### src/rtl/i2c_slave_rx_ctrl_pkg.sv
// Purpose: shared types and constants for the I2C slave byte controllers.
// Latency: n/a (declarations only).
// Backpressure: n/a.
package i2c_pkg;

  typedef enum logic [2:0] {
    IDLE,
    ADDR,
    ADDR_CHK,
    ACK,
    DATA,
    DATA_CHK,
    WAIT_STOP
  } i2c_rx_state_t;

  localparam int   I2C_BYTE_BITS = 8;
  localparam logic I2C_RW_READ   = 1'b1;
  localparam int   I2C_CNT_W     = 4;

  // bit_cnt value seen on the rising edge that clocks in the last data bit
  localparam logic [I2C_CNT_W-1:0] I2C_CNT_LAST = I2C_CNT_W'(I2C_BYTE_BITS - 1);
  // bit_cnt value once the 9th (ACK) rising edge has been seen
  localparam logic [I2C_CNT_W-1:0] I2C_CNT_ACK  = I2C_CNT_W'(I2C_BYTE_BITS + 1);

  // Address byte layout: [7:1] = 7-bit address, [0] = R/W
  function automatic logic i2c_addr_match(input logic [7:0] byte_in,
                                          input logic [6:0] addr);
    return byte_in[7:1] == addr;
  endfunction

endpackage

### src/rtl/i2c_slave_rx_ctrl_if.sv
// Purpose: bundle between bus synchroniser/shift register/FIFO and the RX controller.
// Latency: n/a (wires only).
// Backpressure: rx_full from the FIFO side; the controller NACKs rather than stalls.
//   slave  : controller view (strobes and rx_data in, enables and strobes out)
//   master : environment view (drives strobes/rx_data/rx_full, observes outputs)
interface i2c_slave_rx_ctrl_if;
  logic       rising_edge;
  logic       falling_edge;
  logic       start_found;
  logic       stop_found;
  logic [7:0] rx_data;
  logic       rx_full;
  logic       rx_enable;
  logic       sda_pull_low;
  logic       byte_valid;
  logic [7:0] byte_data;
  logic       read_start;
  logic       overflow;
  logic       busy;

  modport slave (
    input  rising_edge, falling_edge, start_found, stop_found, rx_data, rx_full,
    output rx_enable, sda_pull_low, byte_valid, byte_data, read_start, overflow, busy
  );

  modport master (
    output rising_edge, falling_edge, start_found, stop_found, rx_data, rx_full,
    input  rx_enable, sda_pull_low, byte_valid, byte_data, read_start, overflow, busy
  );
endinterface

### src/rtl/i2c_slave_rx_ctrl_bit_counter.sv
// Purpose: small bit counter with clear/increment and a "done" compare, shared by RX/TX.
// Latency: count updates 1 clk after clr_i/inc_i; done_o is a decode of the register.
// Backpressure: none; the owner decides when to increment.
//   clk, rst : clock, synchronous active-high reset
//   clr_i    : clear to 0 (wins over inc_i)
//   inc_i    : increment by 1
//   cnt_o    : current count
//   done_o   : 1 when cnt_o == DONE_AT
module i2c_bit_counter
  import i2c_pkg::*;
#(
  parameter int W       = I2C_CNT_W,
  parameter int DONE_AT = I2C_BYTE_BITS
) (
  input  logic         clk,
  input  logic         rst,
  input  logic         clr_i,
  input  logic         inc_i,
  output logic [W-1:0] cnt_o,
  output logic         done_o
);

  logic [W-1:0] cnt_q;

  always_ff @(posedge clk) begin
    if (rst || clr_i) begin
      cnt_q <= '0;
    end else if (inc_i) begin
      cnt_q <= cnt_q + 1'b1;
    end
  end

  assign cnt_o  = cnt_q;
  assign done_o = (cnt_q == W'(DONE_AT));

endmodule

### src/rtl/i2c_slave_rx_ctrl.sv
// Purpose: I2C slave receive byte controller (address check, ACK/NACK, write-byte hand-off).
// Latency: byte_valid/read_start/overflow 1 clk after the falling edge following bit 8.
// Backpressure: rx_full at the data check NACKs the byte and parks until STOP/START.
//   clk, rst : clock, synchronous active-high reset
//   bus      : slave modport -- SCL edge / START / STOP strobes, rx_data, rx_full in;
//              rx_enable, sda_pull_low, byte_valid, byte_data, read_start, overflow, busy out
module i2c_slave_rx_ctrl
  import i2c_pkg::*;
#(
  parameter logic [6:0] SLAVE_ADDR = 7'h38
) (
  input  logic                 clk,
  input  logic                 rst,
  i2c_slave_rx_ctrl_if.slave   bus
);

  i2c_rx_state_t        state_q;
  i2c_rx_state_t        ack_next_q;   // where to go once the ACK bit is over
  logic                 rx_enable_q;
  logic                 sda_pull_low_q;
  logic                 byte_valid_q;
  logic [7:0]           byte_data_q;
  logic                 read_start_q;
  logic                 overflow_q;
  logic                 busy_q;

  logic [I2C_CNT_W-1:0] cnt;
  logic                 cnt_done;
  logic                 cnt_clr;
  logic                 cnt_inc;
  logic                 bus_event;    // START/STOP this cycle: edge strobes are ignored
  logic                 ack_release;
  logic                 shifting;

  assign bus_event   = bus.stop_found | bus.start_found;
  assign shifting    = (state_q == ADDR) || (state_q == DATA);
  assign ack_release = !bus_event && (state_q == ACK) && bus.falling_edge &&
                       (cnt == I2C_CNT_ACK);

  // In ACK the counter only steps 8 -> 9 so the release is tied to the first
  // rising edge seen after the ACK was driven.
  assign cnt_clr = bus_event | ack_release;
  assign cnt_inc = !bus_event && bus.rising_edge &&
                   (shifting || ((state_q == ACK) && cnt_done));

  i2c_bit_counter #(
    .W       (I2C_CNT_W),
    .DONE_AT (I2C_BYTE_BITS)
  ) u_bit_cnt (
    .clk    (clk),
    .rst    (rst),
    .clr_i  (cnt_clr),
    .inc_i  (cnt_inc),
    .cnt_o  (cnt),
    .done_o (cnt_done)
  );

  always_ff @(posedge clk) begin
    if (rst) begin
      state_q        <= IDLE;
      ack_next_q     <= IDLE;
      rx_enable_q    <= 1'b0;
      sda_pull_low_q <= 1'b0;
      byte_valid_q   <= 1'b0;
      byte_data_q    <= 8'h00;
      read_start_q   <= 1'b0;
      overflow_q     <= 1'b0;
      busy_q         <= 1'b0;
    end else begin
      byte_valid_q <= 1'b0;
      read_start_q <= 1'b0;
      overflow_q   <= 1'b0;

      if (bus.stop_found) begin
        state_q        <= IDLE;
        rx_enable_q    <= 1'b0;
        sda_pull_low_q <= 1'b0;
        busy_q         <= 1'b0;
      end else if (bus.start_found) begin
        state_q        <= ADDR;
        rx_enable_q    <= 1'b1;
        sda_pull_low_q <= 1'b0;
        busy_q         <= 1'b1;
      end else begin
        case (state_q)
          ADDR, DATA: begin
            if (bus.rising_edge && (cnt == I2C_CNT_LAST)) begin
              rx_enable_q <= 1'b0;
              state_q     <= (state_q == ADDR) ? ADDR_CHK : DATA_CHK;
            end
          end

          // The shift register settles one clk after the 8th rising edge, so
          // rx_data is safe to use at the next falling edge.
          ADDR_CHK: begin
            if (bus.falling_edge && cnt_done) begin
              if (i2c_addr_match(bus.rx_data, SLAVE_ADDR)) begin
                sda_pull_low_q <= 1'b1;
                state_q        <= ACK;
                if (bus.rx_data[0] == I2C_RW_READ) begin
                  read_start_q <= 1'b1;
                  ack_next_q   <= WAIT_STOP;
                end else begin
                  ack_next_q   <= DATA;
                end
              end else begin
                state_q <= WAIT_STOP;
              end
            end
          end

          DATA_CHK: begin
            if (bus.falling_edge && cnt_done) begin
              if (!bus.rx_full) begin
                byte_data_q    <= bus.rx_data;
                byte_valid_q   <= 1'b1;
                sda_pull_low_q <= 1'b1;
                ack_next_q     <= DATA;
                state_q        <= ACK;
              end else begin
                overflow_q <= 1'b1;
                state_q    <= WAIT_STOP;
              end
            end
          end

          ACK: begin
            if (ack_release) begin
              sda_pull_low_q <= 1'b0;
              state_q        <= ack_next_q;
              rx_enable_q    <= (ack_next_q == DATA);
            end
          end

          default: begin
            // IDLE and WAIT_STOP ignore SCL activity
          end
        endcase
      end
    end
  end

  assign bus.rx_enable    = rx_enable_q;
  assign bus.sda_pull_low = sda_pull_low_q;
  assign bus.byte_valid   = byte_valid_q;
  assign bus.byte_data    = byte_data_q;
  assign bus.read_start   = read_start_q;
  assign bus.overflow     = overflow_q;
  assign bus.busy         = busy_q;

endmodule
### src/flat_wrapper.sv
// flat-port wrapper written by rule: the top's interface ports become plain ports
module i2c_slave_rx_ctrl_flat import i2c_pkg::*;
#(
  parameter logic [6:0] SLAVE_ADDR = 7'h38
)
  (clk, rst, bus_rising_edge, bus_falling_edge, bus_start_found, bus_stop_found, bus_rx_data, bus_rx_full, bus_rx_enable, bus_sda_pull_low, bus_byte_valid, bus_byte_data, bus_read_start, bus_overflow, bus_busy);
  i2c_slave_rx_ctrl_if bus_i ();
  input  logic clk;
  input  logic rst;
  input wire logic [$bits(bus_i.rising_edge)-1:0] bus_rising_edge;
  input wire logic [$bits(bus_i.falling_edge)-1:0] bus_falling_edge;
  input wire logic [$bits(bus_i.start_found)-1:0] bus_start_found;
  input wire logic [$bits(bus_i.stop_found)-1:0] bus_stop_found;
  input wire logic [$bits(bus_i.rx_data)-1:0] bus_rx_data;
  input wire logic [$bits(bus_i.rx_full)-1:0] bus_rx_full;
  output wire logic [$bits(bus_i.rx_enable)-1:0] bus_rx_enable;
  output wire logic [$bits(bus_i.sda_pull_low)-1:0] bus_sda_pull_low;
  output wire logic [$bits(bus_i.byte_valid)-1:0] bus_byte_valid;
  output wire logic [$bits(bus_i.byte_data)-1:0] bus_byte_data;
  output wire logic [$bits(bus_i.read_start)-1:0] bus_read_start;
  output wire logic [$bits(bus_i.overflow)-1:0] bus_overflow;
  output wire logic [$bits(bus_i.busy)-1:0] bus_busy;
  assign bus_i.rising_edge = bus_rising_edge;
  assign bus_i.falling_edge = bus_falling_edge;
  assign bus_i.start_found = bus_start_found;
  assign bus_i.stop_found = bus_stop_found;
  assign bus_i.rx_data = bus_rx_data;
  assign bus_i.rx_full = bus_rx_full;
  assign bus_rx_enable = bus_i.rx_enable;
  assign bus_sda_pull_low = bus_i.sda_pull_low;
  assign bus_byte_valid = bus_i.byte_valid;
  assign bus_byte_data = bus_i.byte_data;
  assign bus_read_start = bus_i.read_start;
  assign bus_overflow = bus_i.overflow;
  assign bus_busy = bus_i.busy;
  i2c_slave_rx_ctrl #(.SLAVE_ADDR(SLAVE_ADDR)) u_core (.clk(clk), .rst(rst), .bus(bus_i));
endmodule
### config.mk
export PLATFORM = sky130hd
export DESIGN_NAME = i2c_slave_rx_ctrl_flat
export DESIGN_NICKNAME = d
export VERILOG_FILES = /design/src/rtl/i2c_slave_rx_ctrl_pkg.sv /design/src/rtl/i2c_slave_rx_ctrl_if.sv /design/src/rtl/i2c_slave_rx_ctrl_bit_counter.sv /design/src/rtl/i2c_slave_rx_ctrl.sv /design/src/flat_wrapper.sv
export SDC_FILE = /design/constraint.sdc
export NUM_CORES = 1
export LEC_CHECK = 0
export CAP_MARGIN = 10
export CORE_ASPECT_RATIO = 1.4
export CORE_MARGIN = 4
export CORE_UTILIZATION = 40
export CTS_BUF_LIST = sky130_fd_sc_hd__clkbuf_4
export DETAILED_ROUTE_END_ITERATION = 10
export DONT_BUFFER_PORTS = 1
export MAX_ROUTING_LAYER = met4
export PLACE_DENSITY = 0.59
export SLEW_MARGIN = 20
export SYNTH_ARGS = -nofsm -noshare
export SYNTH_HDL_FRONTEND = slang
export SYNTH_SLANG_ARGS = --single-unit
### constraint.sdc
create_clock -name clk -period 2.3 [get_ports clk]
set_input_delay 0.345 -clock clk [delete_from_list [all_inputs] [get_ports clk]]
set_output_delay 0.345 -clock clk [all_outputs]
set_load 0.1 [all_outputs]
* Word level (Yosys, flattened, before mapping)
Index checks and enable logic that the tools add are counted.
** Storage, ports and cells
- Output and inout port bits :: 14
- Input bits :: 15
- Word-level logic and storage cells :: 97
- Register bits after elaboration :: 24
** Cells by class
- $add $sub $neg :: 1
- Mux-type cells :: 28
- Bitwise gates (word level) :: 9
- Equal/unequal tests :: 20
- Reduce and logical (&&, ||, !) cells :: 28
** Operator list (number)
- $mux 3 :: 11
- $reduce_and 5->1 :: 3
- $mux 1 :: 12
- $ne 3x2->1 const B :: 4
- $pmux 3 s4 :: 1
- $ne 2x1->1 const B :: 5
- $eq 3x3->1 const B :: 3
- $eq 4x4->1 const B :: 2
- $logic_and 1x1->1 :: 8
- $eq 7x6->1 const B :: 1
- $not 1->1 :: 7
- $reduce_and 7->1 :: 1
- $eq 3x2->1 const B :: 2
- $pmux 3 s2 :: 1
- $reduce_and 6->1 :: 1
- $reduce_bool 3->1 :: 2
- $reduce_or 6->1 :: 1
- $reduce_bool 5->1 :: 1
- $reduce_or 5->1 :: 1
- $add 4x1->4 const B :: 1
- $eq 4x3->1 const B :: 1
- $reduce_bool 4->1 :: 1
- $reduce_or 2->1 :: 2
- $eq 3x1->1 const B :: 1
- 10 further kinds :: 13

* Longest topological paths before layout
- Depth in word-level cells :: 8
- Depth in mapped cells :: 7
- Mapped depth without buffers :: 6

* Modules after synthesis
From an unflattened synthesis, not the netlist that was laid out.
** Second synthesis, totals
- Cell total of the unflattened synthesis :: 134
- Area total of the unflattened synthesis :: 1204.9 µm²
** Modules (own cells, without submodules)
- i2c_slave_rx_ctrl :: seq. area each 380.4 µm², cells each 113, area each 988.4 µm², times used 1
- i2c_bit_counter :: seq. area each 80.1 µm², cells each 21, area each 216.5 µm², times used 1

* Worst setup path after synthesis
No wires, ideal clock.
- Path type :: reg2reg
- Start point :: register u_core.u_bit_cnt.cnt_q[0] (netlist: u_core.u_bit_cnt.cnt_o[0])
- End point :: register u_core.byte_data_q[0] (netlist: u_core.bus.byte_data[0])
- Data required time :: 2173 ps
- Clock period less this slack :: 1701 ps
- Stages on the path, launching flop included :: 8
- Library setup time :: 127 ps
- Data arrival time :: 1574 ps
- Setup slack :: 599 ps
- Path buffers :: 1
- Path through :: dfxtp_1 inv_1 ha_1 nand4b_4 or4_4 buf_6 mux2i_1 nor2_1
** Between the ends
- Longest elaborated chain between the ends :: 3
** RTL lines
- start, declared :: RTL line i2c_slave_rx_ctrl_bit_counter.sv:23 : logic [W-1:0] cnt_q;
- start signal, assigned :: RTL line i2c_slave_rx_ctrl_bit_counter.sv:29 : cnt_q <= cnt_q + 1'b1;
- $eq 4x4->1 :: RTL line i2c_slave_rx_ctrl_bit_counter.sv:34 : assign done_o = (cnt_q == W'(DONE_AT));
- $logic_and 1x1->1 :: RTL line i2c_slave_rx_ctrl.sv:113 : if (bus.falling_edge && cnt_done) begin
- $reduce_and 5->1 (no line)
- end signal, assigned :: RTL line i2c_slave_rx_ctrl.sv:115 : byte_data_q <= bus.rx_data;
- end, declared :: RTL line i2c_slave_rx_ctrl.sv:22 : logic [7:0] byte_data_q;
Every way passes these cells.
A chain may end at the register's enable or synchronous reset.

* Worst setup path after layout
- Start point :: register u_core.state_q[1]
- End point :: register u_core.ack_next_q[1]
** Between the ends
- Longest elaborated chain between the ends :: 3
- Elaborated cells on any way between the ends :: 9
- Classes of those cells :: eq/ne: 6; mux: 1; reduce/logical: 2
** RTL lines
- start, declared :: RTL line i2c_slave_rx_ctrl.sv:17 : i2c_rx_state_t state_q;
- start signal, assigned :: RTL line i2c_slave_rx_ctrl.sv:89 : state_q <= (state_q == ADDR) ? ADDR_CHK : DATA_CHK;
- start signal, assigned :: RTL line i2c_slave_rx_ctrl.sv:130 : state_q <= ack_next_q;
- $eq 3x3->1 / $eq 3x2->1 (equally long branches) :: RTL line i2c_slave_rx_ctrl.sv:85 : case (state_q)
- $ne 2x1->1 (no line), or another cell as far along
- $reduce_and 7->1 (no line)
- end signal, assigned :: RTL line i2c_slave_rx_ctrl.sv:102 : ack_next_q <= WAIT_STOP;
- end signal, assigned :: RTL line i2c_slave_rx_ctrl.sv:104 : ack_next_q <= DATA;
- end signal, assigned :: RTL line i2c_slave_rx_ctrl.sv:118 : ack_next_q <= DATA;
- end, declared :: RTL line i2c_slave_rx_ctrl.sv:18 : i2c_rx_state_t ack_next_q;
Parallel ways exist; a longest one is shown, timed or not.

==> flow_metrics.py <==
metrics = {
    "cts": {
        "cts_tree": "done",
        "cts_resized": 0,
        "cts_root_buf": "clkbuf_4",
        "cts_sinks": 23,
        "clkTransAtPathRegs_ns": 0.14,
        "cts_hold_buf": 0,
        "postCtsSetupBuffers": 0,
        "h-tree-depth": 1,
        "clockBufferDepth": 2,
        "numCtsBuffers": 3,
        "clock_latency_ns": 0.33,
    },
    "floorplanning": {
        "die-area_sq_mm": 0.00425,
        "core_region_area_sq_mm": 0.00312,
        "die_w_um": 56.3,
        "io_pins": 29,
        "row_count": 24,
        "initial_core_util_pct": 41.8,
        "die_y_um": 75.6,
    },
    "worst_hold_path": {
        "hold-path-endpoint": "u_core.bus.byte_data[2]",
        "worstHoldStart": "rst",
        "hold_class": "primary input to flip-flop",
        "min_path_cells": 1,
    },
    "timing": {
        "finClkSkew_ns": 0.0171,
        "hold_viol": 0,
        "maxSlewHeadroom_pct": 66.5,
        "tightest_slew_ns": 0.496,
        "finalSetupViolCount": 0,
        "period_share_pct": 82.1,
        "fmax_mhz": 530,
        "tns_ns": 0,
        "fin_crit_ns": 1.89,
        "rsz0062_at_grt": "no",
        "slew_viol_final": 0,
        "timing.final.ws_setup_ns": 0.412,
    },
    "detailed_routing": {
        "drt_iter0_drc": 44,
        "drtAntennaViolNets": 0,
        "first_pass_iters": 4,
        "drc": 0,
        "vias": 1149,
        "drt-total-wl_mm": 3.05,
        "routedWlPerCell_um": 15.6,
        "vias_per_cell": 5.89,
    },
    "run": {
        "cap_violations": 0,
    },
    "global_route": {
        "grt_max_degree": 19,
        "antenna_found_initial": 0,
        "grt_pass1_vias": 1177,
        "grt_pass1_wl_mm": 5.20,
        "gr-total-overflow": 0,
        "grt_usage_pct": 15.9,
    },
    "worst_setup_path": {
        "crit_required_ns": 2.55,
        "r2r-start": "u_core.state_q[1]",
        "worst_setup_path_end_kind": "flip-flop",
        "worst-r2r-setup-slack_ns": 0.41,
        "critPathKind": "flip-flop to flip-flop",
        "critPathSlowestCell": "dfxtp_1",
        "arrival_ns": 2.14,
        "r2r_cells": 4,
        "worstSetupStartpointType": "flip-flop",
        "cp_max_fo": 18,
        "critical-path-top-delay-family": "simple AND/OR/NAND/NOR gates",
        "cp.buffers_inverters": 0,
        "path_cells": "nor3b_1 > a31oi_1 > nor4b_1 > mux2i_1",
        "slowest_delay_ns": 0.66,
        "rr_endpoint": "u_core.ack_next_q[1]",
    },
    "place": {
        "port_buffers": 0,
        "pre_cts_ws_ns": 0.443,
        "placedInstanceArea_sq_mm": 0.00142,
        "place_congestion": 0.901,
        "hpwl_mm": 2.39,
    },
    "layout": {
        "seqCellArea_sq_um": 460,
        "fillers": 311,
        "final_area_sq_mm": 0.00145,
        "layout_common_cells": "dfxtp_1 (23), nor2_1 (15), buf_4 (14), mux2i_1 (11), nand3_1 (8)",
        "mostFrequentLayoutCell": "dfxtp_1",
        "drive_gt1_share_pct": 21.8,
        "diodes": 0,
        "nets": 175,
        "area_growth_pct": 11.2,
        "multi_input_area_sq_um": 787,
    },
    "logic_synthesis": {
        "synth_top_flop_cell": "dfxtp_1",
        "async_flop_share_pct": 0,
        "synth_edf_count": 0,
        "synth_cells": 144,
        "yosysWarningCount": 0,
        "synth-seq-cells": 23,
        "synth-seq-area-share_pct": 35.3,
        "synth_cell_types": 52,
        "syn-cell-area_sq_mm": 0.00131,
        "synth.avg_cell_area_sq_um": 9.06,
        "synthesis.nets": 162,
    },
    "power": {
        "powerDensity_mw_per_mm2": 442,
        "fin_total_pwr_w": 0.000641,
        "peakVddDrop_mv": 0.179,
        "p_leak_nw": 0.570,
    },
    "run_status": {
        "outcome": "complete, no violations",
    },
}
-- Yosys cell counts, types with 3 or more instances --
cell	instances	area share, %
clkbuf_1	3	0.86
a21oi_1	4	1.5
nand2_1	6	1.7
nand3_1	8	3.1
ha_1	3	2.9
mux2i_1	11	8.4
nor2_1	15	4.3
nor3b_1	3	1.7
dfxtp_1	23	35
o21ai_0	6	2.3
nand3b_1	3	1.7
nand2b_1	3	1.4
inv_1	6	1.7
-- flip-flops by register name, summed over array words and instances, names as in the netlist, 2 cells and up --
signal	count
u_core.u_bit_cnt.cnt_o	4
u_core.state_q	3
u_core.ack_next_q	2
u_core.bus.byte_data	8
-- per-layer routing --
metal  wire length, um  vias to the layer above  global-route usage (%)
met5                 0                        -                       -
met4               129                        0                    9.76
met3               273                       14                    4.92
met2              1530                       47                    28.2
met1              1110                      528                    15.3
li1                  -                      560                       -
-- report_power, final --
part           internal [W]  switching, W
combinational     0.0000158     0.0000255
sequential         0.000401    0.00000338
clock             0.0000653      0.000130
total              0.000482      0.000159
-- metrics by stage --
step	hold WS, ns	util, %	cells
finish	0.0612	46.5	195
floorplan	0.455	-	144
CTS	0.0578	46.5	195
global route	0.0493	46.5	195
detailed placement	0.422	45.6	191
global placement	0.420	45.6	191
-- cell families after synthesis --
kind of cell             share of synthesized area, %
AO/OA/AOI/OAI                                    18.3
buffers and inverters                            4.41
AND/OR/NAND/NOR                                  30.0
XOR/XNOR                                        0.671
multiplexers                                     8.44
adder cells (fa/ha/maj)                          2.88
flip-flops                                       35.3
-- area by class of cell --
| type | count | share of cell area [%] |
|---|---|---|
| Multi-Input combinational cell | 109 | 54.2 |
| Sequential cell | 23 | 31.7 |
| Timing Repair Buffer | 14 | 7.24 |
| Tap cell | 39 | 3.36 |
| Clock buffer | 3 | 1.55 |
| Inverter | 6 | 1.55 |
| Clock inverter | 1 | 0.345 |
-- how the worst max path moves through the flow --
stage | startpoint | end | slack, ns | cells after the start
floorplan | u_core.u_bit_cnt.cnt_o[0] | u_core.bus.byte_data[0] | 0.60 | 7
global placement | u_core.u_bit_cnt.cnt_o[0] | u_core.bus.byte_data[3] | 0.50 | 6
detailed placement | u_core.u_bit_cnt.cnt_o[0] | u_core.bus.byte_data[6] | 0.44 | 6
CTS | u_core.u_bit_cnt.cnt_o[0] | u_core.bus.byte_data[6] | 0.40 | 6
global route | u_core.state_q[1] | u_core.ack_next_q[1] | 0.20 | 4
finish | u_core.state_q[1] | u_core.ack_next_q[1] | 0.41 | 4
(Power assumes the default switching activity.)
